### src/rtl/muxn_rr_if.sv
// Stream bundle for muxn_rr: N input channels in, one registered channel out.
interface muxn_rr_if #(
   parameter int WIDTH  = 8,
   parameter int NUM_CH = 4,
   parameter int SEL_W  = 2
);
   logic [NUM_CH-1:0]       in_valid;
   logic [NUM_CH*WIDTH-1:0] in_data;
   logic [NUM_CH-1:0]       in_ready;
   logic                    out_valid;
   logic [WIDTH-1:0]        out_data;
   logic [SEL_W-1:0]        out_ch;
   logic                    out_ready;

   modport master (
      output in_valid, in_data, out_ready,
      input  in_ready, out_valid, out_data, out_ch
   );

   modport slave (
      input  in_valid, in_data, out_ready,
      output in_ready, out_valid, out_data, out_ch
   );
endinterface

### src/rtl/muxn_rr.sv
// N-to-1 stream mux with fixed-select or round-robin grant
// and a single registered output stage.
module muxn_rr #(
   parameter int WIDTH  = 8,
   parameter int NUM_CH = 4,
   parameter int SEL_W  = 2
) (
   input  logic             clk,
   input  logic             reset,
   input  logic             mode,
   input  logic [SEL_W-1:0] sel,
   muxn_rr_if.slave         bus
);
   logic [SEL_W-1:0] ptr;
   logic [SEL_W-1:0] gidx;
   logic [SEL_W-1:0] nxt_ptr;
   logic [SEL_W-1:0] cand;
   logic             found;
   logic             free;
   logic             xfer;
   int               idx;

   assign free = !bus.out_valid || bus.out_ready;

   // Round-robin searches from ptr upward, wrapping at NUM_CH.
   always_comb begin
      found = 1'b0;
      gidx  = '0;
      idx   = 0;
      cand  = '0;
      if (mode) begin
         for (int k = 0; k < NUM_CH; k++) begin
            idx  = (int'(ptr) + k) % NUM_CH;
            cand = SEL_W'(idx);
            if (!found && bus.in_valid[cand]) begin
               found = 1'b1;
               gidx  = cand;
            end
         end
      end else begin
         for (int i = 0; i < NUM_CH; i++) begin
            if (sel == SEL_W'(i) && bus.in_valid[i]) begin
               found = 1'b1;
               gidx  = SEL_W'(i);
            end
         end
      end
   end

   assign bus.in_ready = (found && free && !reset)
                       ? (NUM_CH'(1) << gidx)
                       : '0;

   assign xfer = |bus.in_ready;

   assign nxt_ptr = (gidx == SEL_W'(NUM_CH - 1))
                  ? '0
                  : gidx + 1'b1;

   always_ff @(posedge clk or posedge reset) begin
      if (reset) begin
         bus.out_valid <= 1'b0;
         bus.out_data  <= '0;
         bus.out_ch    <= '0;
         ptr           <= '0;
      end else if (free) begin
         if (xfer) begin
            bus.out_valid <= 1'b1;
            bus.out_data  <= bus.in_data[gidx*WIDTH +: WIDTH];
            bus.out_ch    <= gidx;
            if (mode) begin
               ptr <= nxt_ptr;
            end
         end else begin
            bus.out_valid <= 1'b0;
         end
      end
   end
endmodule

### src/flat_wrapper.sv
// flat-port wrapper written by rule: the top's interface ports become plain ports
module muxn_rr_flat 
#(
   parameter int WIDTH  = 8,
   parameter int NUM_CH = 4,
   parameter int SEL_W  = 2
)
  (clk, reset, mode, sel, bus_in_valid, bus_in_data, bus_out_ready, bus_in_ready, bus_out_valid, bus_out_data, bus_out_ch);
  muxn_rr_if #(.WIDTH(WIDTH), .NUM_CH(NUM_CH), .SEL_W(SEL_W)) bus_i ();
  input  logic clk;
  input  logic reset;
  input  logic mode;
  input  logic [SEL_W-1:0] sel;
  input wire logic [$bits(bus_i.in_valid)-1:0] bus_in_valid;
  input wire logic [$bits(bus_i.in_data)-1:0] bus_in_data;
  input wire logic [$bits(bus_i.out_ready)-1:0] bus_out_ready;
  output wire logic [$bits(bus_i.in_ready)-1:0] bus_in_ready;
  output wire logic [$bits(bus_i.out_valid)-1:0] bus_out_valid;
  output wire logic [$bits(bus_i.out_data)-1:0] bus_out_data;
  output wire logic [$bits(bus_i.out_ch)-1:0] bus_out_ch;
  assign bus_i.in_valid = bus_in_valid;
  assign bus_i.in_data = bus_in_data;
  assign bus_i.out_ready = bus_out_ready;
  assign bus_in_ready = bus_i.in_ready;
  assign bus_out_valid = bus_i.out_valid;
  assign bus_out_data = bus_i.out_data;
  assign bus_out_ch = bus_i.out_ch;
  muxn_rr #(.WIDTH(WIDTH), .NUM_CH(NUM_CH), .SEL_W(SEL_W)) u_core (.clk(clk), .reset(reset), .mode(mode), .sel(sel), .bus(bus_i));
endmodule
### config.mk
export PLATFORM = sky130hd
export DESIGN_NAME = muxn_rr_flat
export DESIGN_NICKNAME = d
export VERILOG_FILES = /design/src/rtl/muxn_rr_if.sv /design/src/rtl/muxn_rr.sv /design/src/flat_wrapper.sv
export SDC_FILE = /design/constraint.sdc
export NUM_CORES = 1
export LEC_CHECK = 0
export CAP_MARGIN = 15
export CORE_MARGIN = 2
export CORE_UTILIZATION = 39
export DETAILED_ROUTE_END_ITERATION = 7
export PLACE_DENSITY = 0.8
export RECOVER_POWER = 100
export SLEW_MARGIN = 10
export SYNTH_ARGS = -nofsm -noshare
export SYNTH_HDL_FRONTEND = slang
export SYNTH_SLANG_ARGS = --single-unit
### constraint.sdc
create_clock -name clk -period 3.3 [get_ports clk]
set_input_delay 0.495 -clock clk [delete_from_list [all_inputs] [get_ports clk]]
set_output_delay 0.495 -clock clk [all_outputs]
set_load 0.02 [all_outputs]
==> summary.md <==
| Metric | Value |
|---|---|
| Worst hold path type | `register to register` |
| Crit path from | `bus_in_valid[0]` |
| GRT overflow | `0` |
| I/O pins | `57` |
| Layout cells sized above 1 | `0.201` |
| Worst VDD drop | `0.442 mV` |
| Worst Max-Slew Pin Slew | `0.533 ns` |
| Most frequent cells in the layout | `42 x clkdlybuf4s50_1, 16 x mux2i_1, 13 x dfrtp_1, 12 x dlygate4sd3_1, 10 x nand2_1` |
| Setup tns final | `0 ns` |
| Syn Area/Cell | `10.0 um2` |
| Area Growth Syn to Fin | `61.8%` |
| Max-slew violations | `0` |
| Met3 routed WL | `239 um` |
| Final Net Count | `214` |
| CTS tree | `built` |
| Num CTS Buffers | `3` |
| Pwr dens | `578 mW/mm2` |
| Placed cell area | `0.00170 mm2` |
| ANT nets after route | `0` |
| WS Path Type | `input port to output port` |
| Status | `finished, final reports clean` |
| Vias in the first global route | `1127` |
| Final min period | `3.21 ns` |
| GP Congestion | `0.839` |
| Critical Path End Type | `output port` |
| Min Hold Slack | `0.507 ns` |
| Sequential-to-total area share from yosys stat | `0.309` |
| First-pass GRT wire length | `4840 um` |
| Total track usage | `0.194` |
| Cells after Synth | `105` |
| FP Rows | `18` |
| Yosys cell types | `33` |
| Antenna diode count | `0` |
| H-tree Lvls | `1` |
| Met2 WL | `1350 um` |
| Fmax | `312 MHz` |
| Post-route setup slack | `0.0902 ns` |
| CTS Buffer Depth | `2` |
| Pin count of the biggest net entering global routing | `19` |
| TritonCTS sink count | `13` |
| CP arrival | `2.71 ns` |
| Placed Instances | `195` |
| Final setup fails | `0` |
| Synthesized Nets | `149` |
| Drt first pass iters | `4` |
| DP HPWL | `2260 um` |
| Core area | `0.00252 mm2` |
| Hold Startpoint | `u_core.bus.out_ch[0]` |
| Clock Latency Late Sink | `0.27 ns` |
| Initial antenna violation count | `0` |
| Post-DR vias/cell | `5.39` |
| Top sig layer | `met4` |
| Final Cycle Share | `0.973` |
| Average wire per standard cell | `14.2 um` |
| YS warnings | `0` |
| Synth Register Bits | `13` |
| Die area | `0.00313 mm2` |
| CTS root buffer | `clkbuf_4` |
| Routed length on met1 | `1190 um` |
| Design area | `0.00170 mm2` |
| Commonest non-fill, non-tap cell in the layout | `clkdlybuf4s50_1` |
| Place WS | `-0.0239 ns` |
| Non-Filler Instances | `199` |
| Chip Width | `56.0 um` |
| DRC Markers | `0` |
| Starting density of the core | `0.418` |
| Relative slew slack | `0.645` |
| Routed WL | `2830 um` |
| Lkg Pwr | `0.000684 uW` |
| Final Hold Violating Endpoints | `0` |
| Area of the mapped netlist | `0.00105 mm2` |
| Maxcap violations | `0` |
| PortBufs | `56` |
| Reg clk slew, reported paths | `0.07 ns` |
| Vias | `1072` |
| DRT iter0 DRCs | `8` |
| R2R Path Start | `u_core.ptr[1]` |
| Clk_skew | `0.00142 ns` |
| Required @ worst endpoint | `2.80 ns` |
| CP startpoint kind | `input port` |
| RSZ-0062 raised after global routing | `false` |
| R2r setup slk | `0.59 ns` |
| CP Max Fanout | `7` |
| Die extent in y | `56.0 um` |
## cell usage after synthesis
cell type	instances	area [um2]
a211oi_1	2	15.0
a211oi_2	1	12.5
a21o_1	2	15.0
a21oi_1	2	10.0
a21oi_4	1	16.3
a22oi_1	1	7.51
a31oi_1	2	12.5
and2_1	2	12.5
buf_2	2	10.0
buf_6	1	11.3
dfrtp_1	13	325
ha_1	2	25.0
inv_1	4	15.0
inv_2	2	7.51
mux2_2	8	90.1
mux2_4	1	15.0
mux2i_1	16	160
nand2_1	10	37.5
nand2b_1	3	18.8
nand4bb_1	1	11.3
nor2_1	8	30.0
nor2b_1	1	6.26
nor3_1	1	5.00
nor3b_1	1	7.51
nor4_2	1	12.5
o211ai_1	1	7.51
o21ai_0	3	15.0
o21ai_1	1	5.00
o221a_2	7	78.8
o22a_1	1	8.76
o32ai_1	1	8.76
o32ai_4	1	27.5
or2_2	2	12.5
## stage by stage
stage	power, uW	utilization
6_report	984	0.676
4_1_cts	1040	0.687
5_1_grt	1060	0.676
2_1_floorplan	667	-
3_3_place_gp	920	0.675
3_5_place_dp	931	0.675
## registers in the layout, summed over array words and instances, names as in the netlist
| signal | flops |
|---|---|
| u_core.ptr | 2 |
| u_core.bus.out_data | 8 |
| u_core.bus.out_valid | 1 |
| u_core.bus.out_ch | 2 |
## final cells by class
cell class / instances / area, um2
Fill cell: 224 / 818
Multi-Input combinational cell: 83 / 696
Tap cell: 30 / 37.5
Timing Repair Buffer: 63 / 597
Sequential cell: 13 / 325
Clock buffer: 4 / 26.3
Inverter: 6 / 22.5
## metal layers
metal | track usage | up-vias
met5 | 0 | -
met4 | 0.0646 | 0
met3 | 0.0581 | 5
met2 | 0.336 | 48
met1 | 0.227 | 496
li1 | - | 523
## final timing paths
check / endpoint / cells past startpoint
max in group asynchronous: u_core.bus.out_ch[0] / 2
max: bus_in_ready[2] / 8
max reg2reg: u_core.bus.out_data[3] / 9
min reg2reg: u_core.bus.out_ch[0] / 2
min: u_core.bus.out_ch[0] / 2
min in group asynchronous: u_core.bus.out_valid / 2
## logic make-up after synthesis
family | share of synthesized area
buffers and inverters | 0.0416
adder cells (fa/ha/maj) | 0.0237
AO/OA/AOI/OAI | 0.228
flip-flops | 0.309
AND/OR/NAND/NOR | 0.146
multiplexers | 0.252
## timing repair
item                       in CTS  in global routing
resized for setup               1                  3
gates cloned                    0                  0
setup endpoints to repair       1                  3
buffers inserted                0                  0
hold buffers                    0                  0
## power breakdown
part | total, uW | switching, uW | leakage (uW) | internal, uW
Clock | 97.6 | 50.7 | 0.0000150 | 46.9
Combinational | 588 | 276 | 0.000520 | 312
Sequential | 299 | 64.3 | 0.000148 | 234
Total | 984 | 391 | 0.000684 | 593
## worst max-delay path: stages
cell and delay [ns]:
clkdlybuf4s50_1 0.52, mux2i_1 0.23, nor2_1 0.11, o32ai_4 0.32, inv_1 0.12, ha_1 0.23
and2_1 0.15, clkdlybuf4s50_1 0.53
Note: power is estimated with default switching activity, not from simulation.
